`config.mk`:
```
export PLATFORM = sky130hd
export DESIGN_NAME = pipeline_controller
export DESIGN_NICKNAME = d
export VERILOG_FILES = /design/src/rtl/cpu_ctrl_pkg.sv /design/src/rtl/load_use_detect.sv /design/src/rtl/pipeline_controller.sv
export SDC_FILE = /design/constraint.sdc
export NUM_CORES = 1
export LEC_CHECK = 0
export BUFFER_PORTS_ARGS = -buffer_cell sky130_fd_sc_hd__buf_2
export CAP_MARGIN = 10
export CORE_MARGIN = 4
export CORE_UTILIZATION = 49
export CTS_CLUSTER_DIAMETER = 150
export DETAILED_ROUTE_END_ITERATION = 12
export PLACE_DENSITY = 0.77
export SETUP_SLACK_MARGIN = 0.05
export SLEW_MARGIN = 20
export SYNTH_ARGS = -nofsm -noshare
export SYNTH_HDL_FRONTEND = slang
export SYNTH_SLANG_ARGS = --single-unit
```
`constraint.sdc`:
```
create_clock -name clk -period 2.9 [get_ports clk]
set_clock_uncertainty 0.2 [all_clocks]
set_input_delay 0.58 -clock clk [delete_from_list [all_inputs] [get_ports clk]]
set_output_delay 0.58 -clock clk [all_outputs]
set_load 0.01 [all_outputs]
```
`src/rtl/cpu_ctrl_pkg.sv`:
```
// rtl/cpu_ctrl_pkg.sv - shared state, width and PC-increment encodings for pipeline control
package cpu_ctrl_pkg;

    localparam int REG_ADDR_W_DEF = 4;

    typedef enum logic [1:0] {
        ST_RUN        = 2'd0,
        ST_LOAD_STALL = 2'd1,
        ST_BR_FLUSH   = 2'd2,
        ST_HALT       = 2'd3
    } ctrl_state_t;

    // haz_mux_con encodings: the PC adder sees increment 2 or increment 0
    localparam logic INC_TWO_SEL  = 1'b0;
    localparam logic INC_ZERO_SEL = 1'b1;

    localparam logic PC_SEL_NEXT   = 1'b0;
    localparam logic PC_SEL_BRANCH = 1'b1;

    localparam logic [15:0] STALL_COUNT_MAX = 16'hFFFF;

endpackage

```
`src/rtl/load_use_detect.sv`:
```
// rtl/load_use_detect.sv - combinational load-use hazard compare between ID sources and EX load
module load_use_detect #(
    parameter int REG_ADDR_W = cpu_ctrl_pkg::REG_ADDR_W_DEF
) (
    input  logic [REG_ADDR_W-1:0] id_rs1,
    input  logic [REG_ADDR_W-1:0] id_rs2,
    input  logic                  id_uses_rs1,
    input  logic                  id_uses_rs2,
    input  logic [REG_ADDR_W-1:0] ex_rd,
    input  logic                  ex_mem_read,
    output logic                  hazard
);

    logic rs1_match;
    logic rs2_match;

    assign rs1_match = id_uses_rs1 && (ex_rd == id_rs1);
    assign rs2_match = id_uses_rs2 && (ex_rd == id_rs2);

    // r0 is hardwired zero, so a load targeting it never produces a value to wait for
    assign hazard = ex_mem_read && (ex_rd != '0) && (rs1_match || rs2_match);

endmodule

```
`src/rtl/pipeline_controller.sv`:
```
// rtl/pipeline_controller.sv - stall/flush/halt control FSM with saturating hold-cycle counter
module pipeline_controller
    import cpu_ctrl_pkg::*;
#(
    parameter int LOAD_STALL_CYCLES = 1,
    parameter int REG_ADDR_W        = REG_ADDR_W_DEF
) (
    input  logic                  clk,
    input  logic                  reset,
    input  logic [REG_ADDR_W-1:0] id_rs1,
    input  logic [REG_ADDR_W-1:0] id_rs2,
    input  logic                  id_uses_rs1,
    input  logic                  id_uses_rs2,
    input  logic                  id_halt,
    input  logic [REG_ADDR_W-1:0] ex_rd,
    input  logic                  ex_mem_read,
    input  logic                  branch_taken,
    output logic                  pc_mux_sel,
    output logic                  haz_mux_con,
    output logic                  ifid_write,
    output logic                  ifid_flush,
    output logic                  idex_bubble,
    output logic                  halted,
    output logic [15:0]           stall_count
);

    ctrl_state_t state;
    logic [2:0]  stall_left;
    logic        hazard;

    load_use_detect #(
        .REG_ADDR_W (REG_ADDR_W)
    ) u_load_use_detect (
        .id_rs1      (id_rs1),
        .id_rs2      (id_rs2),
        .id_uses_rs1 (id_uses_rs1),
        .id_uses_rs2 (id_uses_rs2),
        .ex_rd       (ex_rd),
        .ex_mem_read (ex_mem_read),
        .hazard      (hazard)
    );

    // Branch redirect must reach the PC mux in the resolving cycle, so outputs decode state+inputs
    always_comb begin
        pc_mux_sel  = PC_SEL_NEXT;
        haz_mux_con = INC_TWO_SEL;
        ifid_write  = 1'b1;
        ifid_flush  = 1'b0;
        idex_bubble = 1'b0;
        halted      = 1'b0;
        case (state)
            ST_RUN: begin
                if (branch_taken) begin
                    pc_mux_sel  = PC_SEL_BRANCH;
                    ifid_flush  = 1'b1;
                    idex_bubble = 1'b1;
                end else if (hazard || id_halt) begin
                    haz_mux_con = INC_ZERO_SEL;
                    ifid_write  = 1'b0;
                    idex_bubble = 1'b1;
                end
            end
            ST_LOAD_STALL: begin
                if (branch_taken) begin
                    pc_mux_sel  = PC_SEL_BRANCH;
                    ifid_flush  = 1'b1;
                    idex_bubble = 1'b1;
                end else begin
                    haz_mux_con = INC_ZERO_SEL;
                    ifid_write  = 1'b0;
                    idex_bubble = 1'b1;
                end
            end
            ST_BR_FLUSH: begin
                ifid_flush = 1'b1;
                if (branch_taken) begin
                    pc_mux_sel  = PC_SEL_BRANCH;
                    idex_bubble = 1'b1;
                end
            end
            ST_HALT: begin
                haz_mux_con = INC_ZERO_SEL;
                ifid_write  = 1'b0;
                idex_bubble = 1'b1;
                halted      = 1'b1;
            end
            default: begin
                haz_mux_con = INC_ZERO_SEL;
                ifid_write  = 1'b0;
                idex_bubble = 1'b1;
            end
        endcase
        // Reset overrides asynchronously: freeze fetch and feed NOPs until released
        if (!reset) begin
            pc_mux_sel  = PC_SEL_NEXT;
            haz_mux_con = INC_ZERO_SEL;
            ifid_write  = 1'b0;
            ifid_flush  = 1'b1;
            idex_bubble = 1'b1;
            halted      = 1'b0;
        end
    end

    always_ff @(posedge clk or negedge reset) begin
        if (!reset) begin
            state       <= ST_RUN;
            stall_left  <= 3'd0;
            stall_count <= 16'd0;
        end else begin
            if ((haz_mux_con == INC_ZERO_SEL) && (state != ST_HALT) &&
                (stall_count != STALL_COUNT_MAX)) begin
                stall_count <= stall_count + 16'd1;
            end
            case (state)
                ST_RUN: begin
                    if (branch_taken) begin
                        state <= ST_BR_FLUSH;
                    end else if (hazard) begin
                        if (LOAD_STALL_CYCLES > 1) begin
                            state      <= ST_LOAD_STALL;
                            stall_left <= 3'(LOAD_STALL_CYCLES - 1);
                        end
                    end else if (id_halt) begin
                        state <= ST_HALT;
                    end
                end
                ST_LOAD_STALL: begin
                    if (branch_taken) begin
                        state      <= ST_BR_FLUSH;
                        stall_left <= 3'd0;
                    end else if (stall_left <= 3'd1) begin
                        state      <= ST_RUN;
                        stall_left <= 3'd0;
                    end else begin
                        stall_left <= stall_left - 3'd1;
                    end
                end
                ST_BR_FLUSH: begin
                    if (!branch_taken) begin
                        state <= ST_RUN;
                    end
                end
                ST_HALT: begin
                    state <= ST_HALT;
                end
                default: begin
                    state <= ST_RUN;
                end
            endcase
        end
    end

endmodule

```
==> flow_summary.toml <==
[synthesis]
synth_seq_cells = 21
synth_top_area_frac = 0.397
synthFlopType = "dfrtp_1"
synthArstFlopShare = 1.00
synth_area_um2 = 1330
synth_top_cell_by_area = "dfrtp_1"
ys_seq_area_frac = 0.397
syn_nets = 153
syn_inst = 131
syn_avg_cell_area_um2 = 10.1
synthTopCellsByArea = "dfrtp_1, xor2_1, nand3_1, nor4_4, ha_1"
synth-edff-count = 0
yosysWarnings = 0
ys_types = 38

[layout]
syn2layout_area_growth_pct = 19.0
finalInstanceArea_um2 = 1580
final_common_cell = "buf_2"
fill_cells = 225
nNetsFinal = 196
multi_input_area_um2 = 732
utilization = 0.625
drive_above_1_share = 0.318
n_antenna_cell = 0
final-seq-area_um2 = 526
layout_common_cells = "buf_2, dfrtp_1, xor2_1"

[critical_path]
cp-start-kind = "input pin"
worst_ep_required_time_ns = 2.12
cp_max_fo = 17
path_class = "input pin to primary output"
end_kind = "primary output"
worst_ep_arrival_time_ns = 1.99

[clocking]
clk_pin_slew_worst_paths_ns = 0.12
cts_post_setup_buffers_inserted = 0
cts_buffers = 3
cts_root_buf = "clkbuf_4"
cts_tree = "built"
cts_max_level = 1
clk_latency_ns = 0.32
cts_buffer_depth = 2
cts.sinks = 21

[floorplanning]
die_h_um = 60
dieArea_um2 = 3600
row_count = 18
initial_utilization = 0.525
die_w_um = 60
num_io_pins = 41
core_um2 = 2520

[timing]
fin_tns_setup_ns = 0
hold_viol = 0
finalMaxSlewViolations = 0
tightest_slew_ns = 0.812
timing.fmax_mhz = 362
fin_crit_ns = 2.77
hold_ws_ns = 0.295
finalSetupViolCount = 0
period_share = 0.954
rsz0062_at_grt = "false"
max-slew-margin-rel = 0.458

[route]
drc_errors = 0
initialDrtViolationCount = 59
vias = 1118
dr.pass1.iters = 4
ant_nets = 0
wirelength_um = 2920
via_per_inst = 5.51
avgRoutedWirePerCell_um = 14.4

[global_routing]
busiest_layer = "met2"
grt_use_met1 = 0.222
met2_usage = 0.309
grt_overflow = 0
gr-usage-all-layers = 0.180
grt_pass1_vias = 1116
grt_use_met3 = 0.0281
grt_pass1_wl_um = 4940
grt_max_degree = 18
antenna_found_initial = 0

[placed_design]
postPlaceCellArea_um2 = 1540
io_buffers = 40
finalWeightedCongestion = 0.778
dp_hpwl_um = 2280

[pwr]
power_density_nw_per_um2 = 639
totalPowerFinal_w = 0.00101
leakage_nw = 0.830
peakVddDrop_uv = 495

[run_status]
status = "finished, final reports clean"

[worst_hold_path]
hp-class = "register to register"

[job]
drv_cap = 0
area by class of cell:
cell class | instances | area share
Multi-Input combinational cell | 98 | 0.464
Sequential cell | 21 | 0.333
Timing Repair Buffer | 43 | 0.144
Tap cell | 30 | 0.0238
Inverter | 7 | 0.0167
Clock buffer | 3 | 0.0143
Clock inverter | 1 | 0.00317
registers in the layout (all words and copies together), names as in the netlist:
register	cells
stall_left	3
state	2
stall_count	16
critical path, cell delays in order:
cell and delay, ns:
dlygate4sd3_1 0.53, buf_4 0.20, and4_1 0.18, or2_2 0.31
inv_1 0.05, buf_2 0.12
layer usage:
layer / vias up / share of wire
li1: 553 / -
met5: - / 0
met3: 4 / 0.033
met2: 18 / 0.52
met4: 0 / 0.0082
met1: 543 / 0.44
cell usage after synthesis, drive strengths merged, types with 2 or more instances:
| cell type | number |
|---|---|
| nor4 | 8 |
| nand2 | 10 |
| nor2 | 5 |
| mux2 | 2 |
| nor3b | 2 |
| a21oi | 4 |
| nand3 | 9 |
| buf | 3 |
| xor2 | 19 |
| ha | 3 |
| nand3b | 2 |
| clkbuf | 2 |
| dfrtp | 21 |
| nand4 | 4 |
| nor3 | 7 |
| o21ai | 4 |
| inv | 7 |
| and3 | 4 |
| xnor2 | 3 |
worst paths after layout:
path | from | endpoint | slack [ns] | cells after the start
min in group asynchronous | reset | stall_count[14]$_DFFE_PN0P_ | 0.44 | 2
max in group asynchronous | reset | stall_count[9]$_DFFE_PN0P_ | 1.65 | 3
max reg2reg | stall_count[3]$_DFFE_PN0P_ | stall_count[1]$_DFFE_PN0P_ | 0.41 | 5
min reg2reg | stall_count[5]$_DFFE_PN0P_ | stall_count[5]$_DFFE_PN0P_ | 0.29 | 1
max | reset | haz_mux_con | 0.13 | 6
min | stall_count[5]$_DFFE_PN0P_ | stall_count[5]$_DFFE_PN0P_ | 0.29 | 1
report_power, final:
group / total, W / switching (W) / internal, W
Clock: 0.000148 / 0.0000969 / 0.0000516
Sequential: 0.000455 / 0.0000929 / 0.000363
Combinational: 0.000403 / 0.000229 / 0.000175
Total: 0.00101 / 0.000418 / 0.000589
metrics by stage:
| stage | instances | setup slack [ns] |
|---|---|---|
| floorplan | 131 | 0.226 |
| global placement | 198 | 0.282 |
| detailed placement | 198 | 0.191 |
| CTS | 203 | 0.0526 |
| global route | 203 | 0.0695 |
| finish | 203 | 0.134 |
cells by family (layout without fill, tap and decap cells):
family	Yosys count	count (layout)	synth area share
mux	2	2	0.0170
buf+inv	12	54	0.0510
fa+ha+maj	3	3	0.0283
compound gates	15	15	0.0888
simple gates	56	56	0.273
flops	21	21	0.397
xor+xnor	22	22	0.145
timing repair:
item                                   CTS  global route
endpoints found under the hold margin   11             0
setup endpoints to repair                0             3
hold buffers                             1             0
gates resized for setup                  0             2
Note: power is estimated with default switching activity, not from simulation.
